**src/rtl/regpair_seq_if.sv**
```systemverilog
// Command and register-file port bundle for regpair_seq.
// The slave modport is the sequencer's view; master is the control unit / register file side.
interface regpair_seq_if;
    logic        cmd_valid;
    logic        cmd_ready;
    logic [1:0]  cmd_op;
    logic [1:0]  cmd_dst;
    logic [1:0]  cmd_src;
    logic [15:0] cmd_imm;
    logic [2:0]  rf_raddr;
    logic [7:0]  rf_rdata;
    logic [2:0]  rf_waddr;
    logic [7:0]  rf_wdata;
    logic        rf_we;
    logic        done;
    logic [15:0] result;

    modport slave (
        input  cmd_valid, cmd_op, cmd_dst, cmd_src, cmd_imm, rf_rdata,
        output cmd_ready, rf_raddr, rf_waddr, rf_wdata, rf_we, done, result
    );

    modport master (
        output cmd_valid, cmd_op, cmd_dst, cmd_src, cmd_imm, rf_rdata,
        input  cmd_ready, rf_raddr, rf_waddr, rf_wdata, rf_we, done, result
    );
endinterface

```
**src/rtl/regpair_seq.sv**
```systemverilog
// Turns one 16-bit register-pair command into a low-byte then high-byte
// read/modify/write on the 8-bit register file, carrying between the bytes.
module regpair_seq #(
    parameter logic [7:0] F_MASK = 8'hF0
) (
    input  logic         clk,
    input  logic         rst,
    regpair_seq_if.slave bus
);
    typedef enum logic [1:0] {IDLE, LO, HI} state_t;
    typedef enum logic [1:0] {OP_LD, OP_INC, OP_DEC, OP_CPY} op_t;

    state_t      state_q, state_d;
    op_t         op_q, op_d;
    logic [1:0]  dst_q, dst_d;
    logic [1:0]  src_q, src_d;
    logic [15:0] imm_q, imm_d;
    logic        c_q, c_d;
    logic [7:0]  lo_q, lo_d;
    logic        done_q, done_d;
    logic [15:0] result_q, result_d;

    logic [2:0]  raddr;
    logic [2:0]  waddr;
    logic [7:0]  wdata_raw;
    logic [7:0]  wdata;
    logic        we;

    always_comb begin
        state_d   = state_q;
        op_d      = op_q;
        dst_d     = dst_q;
        src_d     = src_q;
        imm_d     = imm_q;
        c_d       = c_q;
        lo_d      = lo_q;
        done_d    = 1'b0;
        result_d  = result_q;
        raddr     = 3'd0;
        waddr     = 3'd0;
        wdata_raw = 8'd0;
        we        = 1'b0;

        case (state_q)
            IDLE: begin
                if (bus.cmd_valid) begin
                    op_d    = op_t'(bus.cmd_op);
                    dst_d   = bus.cmd_dst;
                    src_d   = bus.cmd_src;
                    imm_d   = bus.cmd_imm;
                    state_d = LO;
                end
            end
            LO: begin
                we    = 1'b1;
                waddr = {dst_q, 1'b1};
                raddr = (op_q == OP_CPY) ? {src_q, 1'b1} : {dst_q, 1'b1};
                case (op_q)
                    OP_LD:  wdata_raw = imm_q[7:0];
                    OP_INC: begin
                        wdata_raw = bus.rf_rdata + 8'd1;
                        c_d       = (bus.rf_rdata == 8'hFF);
                    end
                    OP_DEC: begin
                        wdata_raw = bus.rf_rdata - 8'd1;
                        c_d       = (bus.rf_rdata == 8'h00);
                    end
                    default: wdata_raw = bus.rf_rdata;
                endcase
                state_d = HI;
            end
            HI: begin
                we    = 1'b1;
                waddr = {dst_q, 1'b0};
                raddr = (op_q == OP_CPY) ? {src_q, 1'b0} : {dst_q, 1'b0};
                case (op_q)
                    OP_LD:   wdata_raw = imm_q[15:8];
                    OP_INC:  wdata_raw = bus.rf_rdata + {7'd0, c_q};
                    OP_DEC:  wdata_raw = bus.rf_rdata - {7'd0, c_q};
                    default: wdata_raw = bus.rf_rdata;
                endcase
                state_d = IDLE;
                done_d  = 1'b1;
            end
            default: state_d = IDLE;
        endcase

        // F only ever holds flag bits, so its low nibble is cleared on every write
        wdata = (waddr == 3'd7) ? (wdata_raw & F_MASK) : wdata_raw;

        if (state_q == LO) begin
            lo_d = wdata;
        end
        if (state_q == HI) begin
            result_d = {wdata, lo_q};
        end
    end

    always_ff @(posedge clk or posedge rst) begin
        if (rst) begin
            state_q  <= IDLE;
            op_q     <= OP_LD;
            dst_q    <= 2'd0;
            src_q    <= 2'd0;
            imm_q    <= 16'd0;
            c_q      <= 1'b0;
            lo_q     <= 8'd0;
            done_q   <= 1'b0;
            result_q <= 16'd0;
        end else begin
            state_q  <= state_d;
            op_q     <= op_d;
            dst_q    <= dst_d;
            src_q    <= src_d;
            imm_q    <= imm_d;
            c_q      <= c_d;
            lo_q     <= lo_d;
            done_q   <= done_d;
            result_q <= result_d;
        end
    end

    assign bus.cmd_ready = (state_q == IDLE);
    assign bus.rf_raddr  = raddr;
    assign bus.rf_waddr  = waddr;
    assign bus.rf_wdata  = wdata;
    assign bus.rf_we     = we;
    assign bus.done      = done_q;
    assign bus.result    = result_q;
endmodule

```
**src/flat_wrapper.sv**
```systemverilog
// flat-port wrapper written by rule: the top's interface ports become plain ports
module regpair_seq_flat 
#(
    parameter logic [7:0] F_MASK = 8'hF0
)
  (clk, rst, bus_cmd_valid, bus_cmd_op, bus_cmd_dst, bus_cmd_src, bus_cmd_imm, bus_rf_rdata, bus_cmd_ready, bus_rf_raddr, bus_rf_waddr, bus_rf_wdata, bus_rf_we, bus_done, bus_result);
  regpair_seq_if bus_i ();
  input  logic clk;
  input  logic rst;
  input wire logic [$bits(bus_i.cmd_valid)-1:0] bus_cmd_valid;
  input wire logic [$bits(bus_i.cmd_op)-1:0] bus_cmd_op;
  input wire logic [$bits(bus_i.cmd_dst)-1:0] bus_cmd_dst;
  input wire logic [$bits(bus_i.cmd_src)-1:0] bus_cmd_src;
  input wire logic [$bits(bus_i.cmd_imm)-1:0] bus_cmd_imm;
  input wire logic [$bits(bus_i.rf_rdata)-1:0] bus_rf_rdata;
  output wire logic [$bits(bus_i.cmd_ready)-1:0] bus_cmd_ready;
  output wire logic [$bits(bus_i.rf_raddr)-1:0] bus_rf_raddr;
  output wire logic [$bits(bus_i.rf_waddr)-1:0] bus_rf_waddr;
  output wire logic [$bits(bus_i.rf_wdata)-1:0] bus_rf_wdata;
  output wire logic [$bits(bus_i.rf_we)-1:0] bus_rf_we;
  output wire logic [$bits(bus_i.done)-1:0] bus_done;
  output wire logic [$bits(bus_i.result)-1:0] bus_result;
  assign bus_i.cmd_valid = bus_cmd_valid;
  assign bus_i.cmd_op = bus_cmd_op;
  assign bus_i.cmd_dst = bus_cmd_dst;
  assign bus_i.cmd_src = bus_cmd_src;
  assign bus_i.cmd_imm = bus_cmd_imm;
  assign bus_i.rf_rdata = bus_rf_rdata;
  assign bus_cmd_ready = bus_i.cmd_ready;
  assign bus_rf_raddr = bus_i.rf_raddr;
  assign bus_rf_waddr = bus_i.rf_waddr;
  assign bus_rf_wdata = bus_i.rf_wdata;
  assign bus_rf_we = bus_i.rf_we;
  assign bus_done = bus_i.done;
  assign bus_result = bus_i.result;
  regpair_seq #(.F_MASK(F_MASK)) u_core (.clk(clk), .rst(rst), .bus(bus_i));
endmodule
```
**config.mk**
```make
export PLATFORM = sky130hd
export DESIGN_NAME = regpair_seq_flat
export DESIGN_NICKNAME = d
export VERILOG_FILES = /design/src/rtl/regpair_seq_if.sv /design/src/rtl/regpair_seq.sv /design/src/flat_wrapper.sv
export SDC_FILE = /design/constraint.sdc
export NUM_CORES = 1
export LEC_CHECK = 0
export CORE_AREA = 2 2 85 87
export CTS_BUF_LIST = sky130_fd_sc_hd__clkbuf_2 sky130_fd_sc_hd__clkbuf_4 sky130_fd_sc_hd__clkbuf_8
export DETAILED_ROUTE_END_ITERATION = 10
export DIE_AREA = 0 0 87 89
export PLACE_DENSITY = 0.76
export SETUP_SLACK_MARGIN = 0.2
export SLEW_MARGIN = 0
export SYNTH_ARGS = -nofsm -noshare
export SYNTH_HDL_FRONTEND = slang
export SYNTH_SLANG_ARGS = --single-unit
```
**constraint.sdc**
```tcl
create_clock -name clk -period 4.07 [get_ports clk]
set_clock_uncertainty 0.15 [all_clocks]
set_input_delay 1.221 -clock clk [delete_from_list [all_inputs] [get_ports clk]]
set_output_delay 1.221 -clock clk [all_outputs]
set_load 0.01 [all_outputs]
```
======== After elaboration in Yosys (flattened, before gate mapping) ========
Index checks and enable logic that the tools add are counted.
cells by class
  add/sub/neg operators ................... 4
  equal/unequal tests ..................... 8
  muxes and demuxes ....................... 13
  reduce and logical (&&, ||, !) cells .... 7
operator list
  kind                   number
  $pmux W8 S3            2
  $pmux W8 S2            1
  $pmux W3 S2            2
  $add A8 B1 Y8          1
  $add A8 B1 Y8 const B  1
  $eq A8 B8 Y1 const B   1
  $logic_not A8 Y1       1
  $sub A8 B1 Y8          1
  $sub A8 B1 Y8 const B  1
  $eq A2 B2 Y1 const B   3
  $mux W3                2
  $eq A2 B1 Y1 const B   2
  $logic_not A2 Y1       2
  $mux W4                1
  $pmux W2 S2            1
  $reduce_and A2 Y1      2
  $eq A3 B3 Y1 const B   1
  $mux W1                2
  $mux W2                1
  $ne A2 B2 Y1 const B   1
  $pmux W1 S2            1
  $reduce_bool A2 Y1     1
  $reduce_or A2 Y1       1
storage, ports and cells
  register bits after elaboration ......... 50
  bits of input ports ..................... 33
  output and inout port bits .............. 33
  word-level logic and storage cells ...... 41

======== Logic depth before layout (Yosys ltp) ========
Gate-level depths: netlist of run 1.
  depth in word-level cells ............... 4
  gate-level depth with buffers ........... 12

======== Worst setup path before layout of run 1 ========
Ideal clock, no wire load.
  path kind ............................... input -> output
  start point ............................. in bus_rf_rdata[1]
  end point ............................... out bus_rf_wdata[6]
  data arrival time ....................... 2872 ps
  required time ........................... 2699 ps
  path slack .............................. -173 ps
  stages .................................. 9
  buffers on the path ..................... 1
  cells stage by stage .................... buf_2 xor2_1 ha_1 or3b_1 a21o_1 a31oi_1 nor3_1 o211ai_1 o21ai_0
on the way
  word-level cells in the longest chain between the ends .. 3
ends and longest elaborated chain
  element                                      RTL line                              RTL
  from (decl)                                  flat_wrapper.sv:15                    input wire logic [$bits(bus_i.rf_rdata)-1:0] bus_rf_rdata;
  $sub A8 B1 Y8, or another cell as far along  regpair_seq.sv:79                     OP_DEC: wdata_raw = bus.rf_rdata - {7'd0, c_q};
  $pmux W8 S3 (on tied branches)               regpair_seq.sv:76, regpair_seq.sv:58
  $pmux W8 S2 *                                regpair_seq.sv:44                     case (state_q)
  to (decl)                                    flat_wrapper.sv:19                    output wire logic [$bits(bus_i.rf_wdata)-1:0] bus_rf_wdata;
Every way passes the cells marked *; elsewhere a longest branch is shown, timed or not.

======== Worst setup path in the final report of run 1 ========
  start point ............................. in bus_rf_rdata[0]
  end point ............................... out bus_rf_wdata[2]
on the way
  word-level cells in the longest chain between the ends .. 4
ends and longest elaborated chain
  element                                      RTL line                              RTL
  $sub A8 B1 Y8, or another cell as far along  regpair_seq.sv:79
  $pmux W8 S3 (on tied branches)               regpair_seq.sv:76, regpair_seq.sv:58
  $pmux W8 S2 *                                regpair_seq.sv:44
  $mux W4 *                                    regpair_seq.sv:89                     wdata = (waddr == 3'd7) ? (wdata_raw & F_MASK) : wdata_raw;
Marked as above.

==> results of run 1 <==
power by group through the flow:
stage | Combinational, uW | Clock [uW] | Sequential, uW
after floorplan | 1110 | 0 | 863
after global placement | 1910 | 0 | 838
after detailed placement | 1940 | 0 | 854
after CTS | 2260 | 305 | 844
after global routing | 2820 | 326 | 876
final | 2670 | 304 | 851
critical path, stage by stage:
cell and delay [ns]:
buf_8 0.10, inv_4 0.05, ha_4 0.14, inv_2 0.04
fa_2 0.36, buf_6 0.14, xor2_2 0.16, a22oi_2 0.08
o22ai_2 0.21, nand2_2 0.14, a21oi_2 0.22, buf_2 0.17
metal layers:
layer	track usage	vias up	routed length, microns
met5	0	-	0
met4	0.155	0	657
met3	0.0554	63	794
met2	0.481	204	5680
met1	0.320	1659	4200
li1	-	1515	-
through the flow:
stage | instance area [sq um] | worst slack (ns) | total power [uW] | hold WS (ns) | TNS, ns
2_1_floorplan | 3270 | -0.0746 | 1970 | 0.324 | -0.0746
3_3_place_gp | 4310 | -1.12 | 2740 | 0.334 | -7.52
3_5_place_dp | 4310 | -1.12 | 2790 | 0.340 | -7.66
4_1_cts | 4900 | -0.280 | 3410 | 0.362 | -1.61
5_1_grt | 5280 | -0.408 | 4020 | 0.377 | -2.51
6_report | 5280 | -0.322 | 3820 | 0.356 | -1.94
worst min path at each step:
stage / slack, ns / to / startpoint
floorplan: 0.32 / u_core.bus.result[7] / u_core.lo_q[7]
global placement: 0.33 / u_core.bus.result[1] / u_core.lo_q[1]
detailed placement: 0.34 / u_core.bus.result[1] / u_core.lo_q[1]
CTS: 0.36 / u_core.bus.result[1] / u_core.lo_q[1]
global route: 0.38 / u_core.imm_q[9] / u_core.imm_q[9]
finish: 0.36 / u_core.bus.result[1] / u_core.lo_q[1]
kinds of logic (layout without fill, tap and decap cells):
logic type / after synthesis / after routing / share of synthesized area
buffers and inverters: 45 / 204 / 0.0566
adder cells (fa/ha/maj): 18 / 18 / 0.0726
AND/OR/NAND/NOR: 79 / 79 / 0.116
multiplexers: 38 / 38 / 0.132
AO/OA/AOI/OAI: 94 / 94 / 0.200
XOR/XNOR: 12 / 12 / 0.0328
flip-flops: 50 / 50 / 0.390
cells in the final DEF, fill, tap and decap left out, types with 3 or more instances in the layout:
cell type / synthesis / routed
dfrtp_1: 50 / 50
a31oi_1: 11 / 6
mux2_2: 34 / 34
o21ai_0: 26 / 17
inv_1: 25 / 22
a31oi_4: 0 / 4
o21ai_1: 0 / 3
nand3_1: 6 / 5
nand2_1: 35 / 30
o211ai_1: 3 / 3
ha_4: 0 / 7
clkdlybuf4s50_1: 0 / 50
mux2i_1: 4 / 4
a21oi_1: 13 / 8
clkbuf_8: 0 / 5
a22o_1: 3 / 3
nor2_1: 17 / 15
buf_2: 7 / 8
dlygate4sd2_1: 0 / 3
buf_6: 0 / 46
xnor2_1: 8 / 6
o21ai_2: 0 / 6
a21oi_2: 0 / 5
buf_4: 1 / 58
ha_1: 17 / 10
buf_8: 0 / 3
nand2_2: 0 / 3
o21a_1: 4 / 4
a22oi_1: 8 / 6
o22ai_1: 4 / 3
flip-flops by register name (all words and copies together) (netlist names):
signal	cells
u_core.bus.result	16
u_core.state_q	2
u_core.dst_q	2
u_core.bus.done	1
u_core.src_q	2
u_core.c_q	1
u_core.op_q	2
u_core.lo_q	8
u_core.imm_q	16
final cells by class:
cell class,instances,area (sq um),area share
inverter,25,96.3,0.0182
clock inverter,3,21.3,0.00403
tap,80,100,0.0189
multi-input combinational,241,2150,0.407
timing repair buffer,171,1600,0.302
sequential,50,1250,0.237
clock buffer,5,68.8,0.0130
timing repair:
action,4_1_cts,5_1_grt
buffers inserted,45,10
gates resized for setup,105,59
hold endpoints to repair,0,0
cloned,0,0
endpoints found under the setup margin,8,13
pin swaps,27,37
==> metrics.txt, run 1 <==
Main synth FF type dfrtp_1; Syn-to-layout area delta 64.8%; GPL Wtd Cong approximately 0.96; Post-route DRC 0; Post-synth top cells 50 x dfrtp_1, 35 x nand2_1, 34 x mux2_2, 26 x o21ai_0, 25 x inv_1; status finished, violations left; Starting Density 0.477; Nets 545; layout cell share with drive strength beyond 1 0.448; Mapped Nets 387; fillers 407; internal power 2220 uW; PnR worst setup slack -0.322 ns; DR vias between 3000 and 4000; Die X 87 microns; vias per cell 5.98; DRT Wirelength approximately 11000 microns; Worst Setup Start Kind primary input; Final Hold Vio Count 0; CTS Sinks 50; Setup Crit Path Kind in2out; grt ovf 0; Synth area leaders dfrtp_1 39%, mux2_2 12%, ha_1 6.6%, nand2_1 4.1%, o21ai_0 4.1%; Die H just under 90 microns; I/O pin cnt between 60 and 70; Worst EP arrival 3.02 ns; routed len/inst 19.7 microns; sequential power share 0.222; Distinct cells, synth 53; VDD IR max 0.432 mV; HP Class reg2reg; DP Cell Count 512; CTS buffer count 5; switch share 0.421; CP endpoint bus_rf_wdata[2]; FP Rows 30; Seq/Total Area, Yosys 0.390; r2r worst-path depth 25; minimum clock period after layout 4.39 ns; max cap viols 0; failing checks setup timing; Max Slew Vio Count 0; register bit count reported by yosys 50; total track usage 0.277; antenna viol nets, final 0; Clock power frac 0.079; async set-reset flop share out of synthesis 1.00; TritonRoute pass-1 iters 6; R2R setup slack 0.10 ns; worst-path fanout max 2; vias in the first global route roughly 3300; cell taking the most area after synthesis dfrtp_1; core area approximately 6700 sq um; slew margin rel. 0.319; worst setup path start bus_rf_rdata[0]; IO buf count between 60 and 70; Reg-to-Reg Start u_core.op_q[0]; Yosys warnings 0; post-cts hold buffer count 0; DR iter-0 viols slightly above 300; most common cell in the netlist dfrtp_1; setup violation total in the final timing report 10; post-route core utilization 0.786; Mapped Area roughly 3200 sq um; Worst Path Required approximately 2.7 ns; Post-synth EDFFs 0; Worst setup EP type output pin; worst flop-to-flop path endpoint u_core.bus.result[10]; initial antenna violation count 0; Max clock buf depth 2; Finished Layout Cells 575; Hold Crit Depth 1; CTS H-tree lvls 2; first-pass GRT wire length about 16000 microns; Gate Count Post-Synth 336; Slew @ Worst Pin between 1 and 1.5 ns; Leak roughly 0.0023 uW; average cell area after synthesis 9.54 sq um; largest net degree at the start of global routing just over 50; DP Wirelength 6630 microns; Clock transition at path regs 0.09 ns; f_max between 200 and 250 MHz; TritonCTS clock tree yes; Die Footprint 7740 sq um; Clk Latency, worst-skew pair between 0.3 and 0.4 ns; setup repair after global routing missed its margin yes; Synth top area share 0.390; power per cell area roughly 720 nW/um^2; Comb pwr share 0.698; sw power about 1600 uW; # diodes 0; Final period util 1.08; Root Buffer clkbuf_8
Power figures use the tool's default switching activity.
==> inputs of run 2 (changes only) <==
Settings changed: CAP_MARGIN set to 30, CORE_AREA 2 2 85 87 to 10 10 93 95, CTS_CLUSTER_SIZE set to 28, DIE_AREA 0 0 87 89 to 0 0 103 105.
==> run 2 against run 1 <==
  * The run still ends with setup timing left
  * Total power down 3.6%
  * Hold slack improved by 0.0093 ns
  * Register-to-register slack is essentially flat
  * Critical path type unchanged
  * Critical endpoint is now bus_rf_wdata[5]
==> metrics.txt, run 2 (same netlist as run 1, synthesis figures left out) <==
routed len/inst between 15 and 20 microns; DRT Wirelength ~11000 microns; PnR worst setup slack -0.327 ns; Hold Crit Depth 1; hold slack between 0.3 and 0.4 ns; minimum clock period after layout 4.40 ns; crit-path cells buf_8, buf_6, or3b_4, a2111oi_4, nor2_2, xnor2_1, a2bb2oi_2, a21boi_2, buf_2; Starting Density 0.474; Worst path slowest cell or3b_4; max incr delay on CP about 0.42 ns; failing checks setup timing; vias per cell 5.77; Final Hold Vio Count 0; Worst setup EP type output pin; worst setup path start bus_rf_rdata[1]; GRT busiest layer met2; CTS Sinks 50; TritonCTS clock tree yes; setup violation total in the final timing report 9; core area a little under 7000 sq um; total track usage 0.183; FP Rows 30; Reg-to-Reg Start u_core.op_q[0]; post-cts hold buffer count 0; placed inst area around 4400 sq um; Final period util 1.08; VDD IR max around 0.41 mV; Clk Latency, worst-skew pair 0.31 ns; Worst Setup Start Kind primary input; Place WS -1.09 ns; CTS buffer count 5; Max Slew Vio Count 0; power per cell area 740 nW/um^2; GPL Wtd Cong roughly 0.91; met1 Track Usage GR 0.221; largest net degree at the start of global routing between 40 and 50; Worst EP arrival about 3.0 ns; worst flop-to-flop path endpoint u_core.bus.result[10]; # diodes 0; Worst Path Required around 2.7 ns; M2 GR Usage 0.311; TritonRoute pass-1 iters 5; slew margin rel. 0.733; Syn-to-layout area delta 55.4%; HP Class reg2reg; Clock transition at path regs 0.11 ns; Post-Layout Inst Area approximately 5000 sq um; Root Buffer clkbuf_8; vias in the first global route ~3200; max cap viols 0; Leak ~0.0022 uW; IO buf count between 60 and 70; status finished, violations left; CP endpoint bus_rf_wdata[5]; GR met3 Demand/Resource 0.0402; DP Wirelength between 7000 and 8000 microns; antenna viol nets, final 0; worst-path fanout max 4; DR iter-0 viols 260; setup repair after global routing missed its margin yes; r2r worst-path depth 25; Die X about 100 microns; Die H between 100 and 150 microns; fillers ~470; Slew @ Worst Pin 0.396 ns; Setup Crit Path Kind in2out; Tot Pwr 3690 uW; initial antenna violation count 0; CTS H-tree lvls 2; grt ovf 0; f_max 227 MHz; layout cell share with drive strength beyond 1 0.415; first-pass GRT wire length 16100 microns; Nets approximately 530; Die Footprint around 11000 sq um; I/O pin cnt 66; commonest non-fill, non-tap cells in the layout 70 x buf_4, 50 x clkdlybuf4s50_1, 50 x dfrtp_1, 34 x mux2_2, 32 x nand2_1; R2R setup slack between 0.1 and 0.15 ns; post-route core utilization 0.737; Post-route DRC 0; commonest non-fill, non-tap cell in the layout buf_4; DR vias between 3000 and 4000; Max clock buf depth 2
==> run 2: changes by cell type in the layout (fill, tap and decap cells not counted), moves of 2 or more <==
cell / change
a31oi_1: +3
a31oi_4: -2
a21oi_1: +2
nor3_2: +2
buf_6: -27
a21oi_2: -2
o2bb2ai_2: +2
o21ai_1: +2
buf_4: +12
nand2_1: +2
ha_1: -2
ha_2: +2
==> run 2: worst min path at each step <==
stage                      from                    to
2_1_floorplan    u_core.lo_q[7]  u_core.bus.result[7]
4_1_cts         u_core.imm_q[2]       u_core.imm_q[2]
3_3_place_gp     u_core.lo_q[1]  u_core.bus.result[1]
6_report         u_core.lo_q[7]  u_core.bus.result[7]
3_5_place_dp     u_core.lo_q[7]  u_core.bus.result[7]
5_1_grt        u_core.imm_q[12]      u_core.imm_q[12]
==> run 2: area by class of cell <==
class / count / area, sq um / share of cell area
Timing Repair Buffer: 153 / 1350 / 0.272
Inverter: 25 / 96.3 / 0.0193
Clock inverter: 2 / 38.8 / 0.00779
Multi-Input combinational cell: 241 / 2060 / 0.413
Clock buffer: 6 / 82.6 / 0.0166
Tap cell: 80 / 100 / 0.0201
Sequential cell: 50 / 1250 / 0.251
==> run 2: per-layer routing <==
metal,vias up,share of wire,wire (microns)
met5,-,0,0
met4,0,0.035,376
met3,37,0.068,720
met2,146,0.49,5220
met1,1549,0.41,4320
li1,1480,-,-
==> run 2: report_power, final <==
| part | leakage (uW) | switching (uW) | internal (uW) | total (uW) |
|---|---|---|---|---|
| clock | 0.0000618 | 186 | 203 | 389 |
| combinational | 0.00149 | 1170 | 1280 | 2450 |
| sequential | 0.000625 | 124 | 721 | 846 |
| total | 0.00218 | 1480 | 2200 | 3690 |
==> run 2: timing repair <==
action	CTS	global route
endpoints found under the setup margin	8	12
buffers inserted	29	3
resized for setup	104	28
pin swaps	35	20
==> run 2: worst max-delay path: cells and delay by family <==
family	cells	cell delay (ns)
xor+xnor	1	0.28
compound gates	3	0.62
buf+inv	3	0.36
simple gates	2	0.54
==> run 2: per-stage QoR <==
step / TNS, ns / cells
after global placement: -7.42 / 516
after floorplan: -0.0746 / 336
after CTS: -1.44 / 554
after detailed placement: -7.62 / 517
after global routing: -2.43 / 557
final: -1.87 / 557
